`config.mk`:
```
export PLATFORM = sky130hd
export DESIGN_NAME = piso_serializer_param
export DESIGN_NICKNAME = d
export VERILOG_FILES = /design/src/rtl/piso_serializer_param.sv
export SDC_FILE = /design/constraint.sdc
export NUM_CORES = 1
export LEC_CHECK = 0
export CORE_MARGIN = 1.5
export CORE_UTILIZATION = 47
export DETAILED_ROUTE_END_ITERATION = 10
export HOLD_SLACK_MARGIN = 0.08
export PLACE_DENSITY = 0.74
export SYNTH_ARGS = -nofsm -noshare
export SYNTH_HDL_FRONTEND = slang
export SYNTH_SLANG_ARGS = --single-unit
```
`constraint.sdc`:
```
create_clock -name Clk_In -period 1.7 [get_ports Clk_In]
set_input_delay 0.34 -clock Clk_In [delete_from_list [all_inputs] [get_ports Clk_In]]
set_output_delay 0.34 -clock Clk_In [all_outputs]
set_load 0.005 [all_outputs]
```
`src/rtl/piso_serializer_param.sv`:
```
// Parallel-in / serial-out shifter with a one-word holding buffer.
// A word is emitted one bit per enabled cycle, starting one cycle after it is
// accepted. A second word may wait in the buffer, so back-to-back words leave
// no idle gap on the serial line.
module piso_serializer_param #(
    parameter int   DATA_WIDTH = 8,    // 2..64
    parameter int   LSB_FIRST  = 0,    // 0: MSB first, 1: LSB first
    parameter logic IDLE_LEVEL = 1'b0  // line level while no valid bit
) (
    input  logic                  Clk_In,
    input  logic                  Reset_In,
    input  logic                  Enable_In,
    input  logic                  Data_Valid_In,
    output logic                  Data_Ready_Out,
    input  logic [DATA_WIDTH-1:0] Parallel_Data_In,
    output logic                  Serial_Data_Out,
    output logic                  Serial_Valid_Out,
    output logic                  Last_Bit_Out,
    output logic                  Busy_Out
);

    localparam int                CNT_W    = $clog2(DATA_WIDTH);
    localparam logic [CNT_W-1:0]  LAST_CNT = CNT_W'(DATA_WIDTH - 1);

    typedef enum logic {
        IDLE,
        SHIFT
    } state_t;

    state_t                state;
    state_t                state_next;
    logic [DATA_WIDTH-1:0] shift_reg;
    logic [CNT_W-1:0]      bit_cnt;
    logic [DATA_WIDTH-1:0] buf_data;
    logic                  buf_full;

    logic                  xfer;
    logic                  terminal;
    logic                  load_new;
    logic                  load_buf;
    logic                  advance;
    logic                  go_idle;
    logic                  buf_write;
    logic [DATA_WIDTH-1:0] load_word;
    logic [DATA_WIDTH-1:0] shifted;

    // Bit that leaves the word first in the selected order.
    function automatic logic head_bit(input logic [DATA_WIDTH-1:0] w);
        return (LSB_FIRST != 0) ? w[0] : w[DATA_WIDTH-1];
    endfunction

    // Word with its head bit consumed, next bit moved to the head position.
    function automatic logic [DATA_WIDTH-1:0] shift_word(input logic [DATA_WIDTH-1:0] w);
        return (LSB_FIRST != 0) ? (w >> 1) : (w << 1);
    endfunction

    // Ready drops while the buffer holds a word, so at most one word waits.
    assign Data_Ready_Out = Enable_In & ~Reset_In & ~buf_full;
    assign xfer           = Data_Valid_In & Data_Ready_Out;
    assign terminal       = (state == SHIFT) && (bit_cnt == LAST_CNT);
    assign load_word      = load_buf ? buf_data : Parallel_Data_In;
    assign shifted        = shift_word(shift_reg);
    assign Busy_Out       = (state == SHIFT) | buf_full;

    // Next state and datapath controls; nothing moves while disabled.
    always_comb begin
        // NOTE: every output of this block gets a default first, so no path
        // leaves a signal unassigned and no latch is inferred.
        state_next = state;
        load_new   = 1'b0;
        load_buf   = 1'b0;
        advance    = 1'b0;
        go_idle    = 1'b0;
        buf_write  = 1'b0;
        if (Enable_In) begin
            case (state)
                IDLE: begin
                    if (xfer) begin
                        load_new   = 1'b1;
                        state_next = SHIFT;
                    end
                end
                SHIFT: begin
                    if (terminal) begin
                        // Buffered word has priority; a same-edge transfer
                        // cannot coexist with it because ready is low.
                        if (buf_full) begin
                            load_buf = 1'b1;
                        end else if (xfer) begin
                            load_new = 1'b1;
                        end else begin
                            go_idle    = 1'b1;
                            state_next = IDLE;
                        end
                    end else begin
                        advance   = 1'b1;
                        buf_write = xfer;
                    end
                end
                default: state_next = IDLE;
            endcase
        end
    end

    // State register; reset wins over enable.
    always_ff @(posedge Clk_In) begin
        // NOTE: clocked state uses non-blocking assignments so every register
        // samples pre-edge values regardless of block ordering.
        if (Reset_In) state <= IDLE;
        else          state <= state_next;
    end

    // Shifter, counter, buffer flag and registered serial outputs.
    always_ff @(posedge Clk_In) begin
        if (Reset_In) begin
            shift_reg        <= '0;
            bit_cnt          <= '0;
            buf_full         <= 1'b0;
            Serial_Data_Out  <= IDLE_LEVEL;
            Serial_Valid_Out <= 1'b0;
            Last_Bit_Out     <= 1'b0;
        end else if (Enable_In) begin
            if (load_new || load_buf) begin
                shift_reg        <= load_word;
                bit_cnt          <= '0;
                Serial_Data_Out  <= head_bit(load_word);
                Serial_Valid_Out <= 1'b1;
                Last_Bit_Out     <= 1'b0;
            end else if (advance) begin
                shift_reg        <= shifted;
                bit_cnt          <= bit_cnt + 1'b1;
                Serial_Data_Out  <= head_bit(shifted);
                Last_Bit_Out     <= ((bit_cnt + 1'b1) == LAST_CNT);
            end else if (go_idle) begin
                bit_cnt          <= '0;
                Serial_Data_Out  <= IDLE_LEVEL;
                Serial_Valid_Out <= 1'b0;
                Last_Bit_Out     <= 1'b0;
            end

            if (load_buf)       buf_full <= 1'b0;
            else if (buf_write) buf_full <= 1'b1;
        end
    end

    // Holding buffer contents; only meaningful while buf_full is set.
    always_ff @(posedge Clk_In) begin
        // NOTE: the buffer data is not reset; the full flag alone decides
        // whether it is ever read, so clearing it would add nothing.
        if (Enable_In && buf_write) buf_data <= Parallel_Data_In;
    end

endmodule

```
==> metrics <==
VDD IR max 405 µV; Max stage delay on crit path 390 ps; Fin. Hold Viols 0; Max transition margin 0.754; maximum buffer depth of the clock tree 2; syn_nets 116; Residual DRC 0; DRT antenna net count 0; Site Rows 17; cell mode on critical path buf_4; reg2reg setup slack around 54 ps; CP Class register to register; RSZ-0062 raised after global routing false; die footprint approximately 2700 µm²; routability cong. ~0.77; Initial DRC Count 25; share of cells above drive strength 1 0.316; H-Tree Depth 1; vias about 930; Slew Viols, Final 0; Worst-Skew Late Latency slightly above 300 ps; largest net degree at the start of global routing 16; Least-Margin Pin Slew roughly 370 ps; final net count 152; top cells by count, synth dfxtp_1 (15), nor4b_1 (12), nor2_1 (11), edfxtp_1 (8); hold_ws ~500 ps; # port buffers 16; r2r startpoint buf_full; fraction of registers with async set/reset 0; Yosys warning count 0; leakage just over 0.6 nW; Die Ht 52 µm; CTS Sinks 23; Mapped Area roughly 1100 µm²; Synth Flop Type dfxtp_1; Routed wire per std cell between 15 and 20 µm; DPL Wire Length ~1800 µm; vias in the first global route 890; CTS tree done; sequential fraction of the synthesis area 0.479; R2R Path End shift_reg[4]; ANT cells 0; # IOs 17; die extent in x roughly 52 µm; total placed cells including tap cells 155; WP depth 6; setup tns final 0 ps; hold-fix buffers at CTS 0; Area after DPL between 1000 and 1500 µm²; first-pass GRT wire length between 4000 and 5000 µm; GRT Overall Usage 0.212; antenna violations before repair 0; Yosys cell types 30; minimum clock period 1650 ps; Core Area roughly 2200 µm²; largest area contributor in the netlist dfxtp_1; synth-to-layout area growth 38.6%; total power approximately 1 mW; Crit path max-delay family buffers and inverters; Setup crit start buf_full; CP Capture Type register; status complete, no violations; post-route cell area about 1600 µm²; Hold WC Path Type register to register; max reg flops 8; Post-synth EDFFs 8; Mean Syn Cell Area 11.2 µm²; final WL between 2000 and 3000 µm; Worst EP required between 1500 and 2000 ps; worst-path cell with the longest stage delay dfxtp_4; CP bufs+invs 3; Clock Skew 7.63 ps; Via-to-Cell Ratio 5.69; # setup viols final 0; startpoint types register; power per cell area ~640 nW/µm²; Num CTS Buffers 3; clk root buf clkbuf_4; DR pass1 iterations 4; final cycle utilization of the critical path 0.969; ranking of synthesized cells by area dfxtp_1 (27%), edfxtp_1 (21%), nor4b_1 (9.3%), a311o_1 (5.3%), mux2i_1 (5.3%); proportion of netlist area held by the largest area contributor 0.266; Fmax 607 MHz; post-synthesis instance total 101; Layout Cells excl Fill 164; most frequent cell after synthesis dfxtp_1; number of max-cap violations 0; WP data arrival 1860 ps; crit path capture shift_reg[4]; clk slew on worst S/H paths between 100 and 150 ps; Starting Density 0.505; Congestion Overflow GR 0; worst r2r path cells 6; CP cell instances buf_4, and4bb_2, a21oi_4, buf_12, buf_4, a311o_1; #FFs+latches synth 23; Max Fanout on Critical Path 14
cells by family (layout without fill, tap and decap cells):
group,Yosys count,count (layout),synth area share
flip-flops,23,23,0.479
adder cells (fa/ha/maj),3,3,0.0333
buffers and inverters,10,45,0.0499
AND/OR/NAND/NOR,39,39,0.228
multiplexers,8,8,0.0732
AO/OA/AOI/OAI,18,18,0.136
worst register-to-register path, delay by kind of cell, from the launching register on:
kind / cells / cell delay [ps]
buffers and inverters: 3 / 440
AND/OR/NAND/NOR: 1 / 340
AO/OA/AOI/OAI: 2 / 400
flip-flops: 1 / 390
per-stage QoR:
step	setup slack (ps)	util
2_1_floorplan	-19.1	-
3_3_place_gp	-354	0.645
3_5_place_dp	-404	0.645
4_1_cts	36.7	0.687
5_1_grt	1.18	0.700
6_report	53.5	0.700
layer usage:
layer,part of all wire,track usage
met1,0.41,0.274
met2,0.53,0.335
met3,0.047,0.0431
met4,0.016,0.101
met5,0,0
worst min path at each step:
stage / startpoint / to / cells after the start
4_1_cts: Last_Bit_Out / Last_Bit_Out / 2
3_3_place_gp: shift_reg[3] / shift_reg[3] / 1
6_report: Last_Bit_Out / Last_Bit_Out / 2
3_5_place_dp: Last_Bit_Out / Last_Bit_Out / 2
2_1_floorplan: Parallel_Data_In[0] / buf_data[0] / 0
5_1_grt: shift_reg[4] / shift_reg[4] / 1
placed cells by master (no fill, tap or decap):
cell             count
a311o_1              6
a21oi_1              4
nand3b_1             1
mux2i_2              1
mux2_2               2
and2_1               3
ha_1                 1
a32oi_1              1
nand3_1              1
nor4b_1             10
dfxtp_1             11
nand2b_1             1
buf_4               20
a211oi_1             1
dlygate4sd2_1        4
clkdlybuf4s50_1     12
or2_2                1
clkbuf_4             3
nor2_1              11
nor3b_2              1
nor2b_4              1
clkbuf_1             1
nor3_1               2
a22oi_1              4
nand4_4              1
and2_0               1
edfxtp_1             8
buf_12               2
nor4b_2              2
mux2i_1              5
and4bb_2             1
ha_4                 2
dfxtp_2              3
inv_1                3
o221a_4              1
nand2_1              2
a21oi_4              1
dfxtp_4              1
power breakdown:
part | internal, mW | total, mW | switching [mW]
sequential | 0.579 | 0.589 | 0.0102
clock | 0.0916 | 0.251 | 0.159
combinational | 0.0917 | 0.164 | 0.0725
total | 0.762 | 1.00 | 0.242
final cells by class:
cell class,count,area [µm²]
tap,28,35.0
multi-input combinational,68,598
clock buffer,4,26.3
fill,159,669
timing repair buffer,38,345
inverter,3,11.3
sequential,23,548
what timing repair did:
action | 4_1_cts | 5_1_grt
setup buffers | 4 | 1
pin swaps | 2 | 3
gates resized for setup | 12 | 5
setup endpoints to repair | 9 | 6
(Power assumes the default switching activity.)
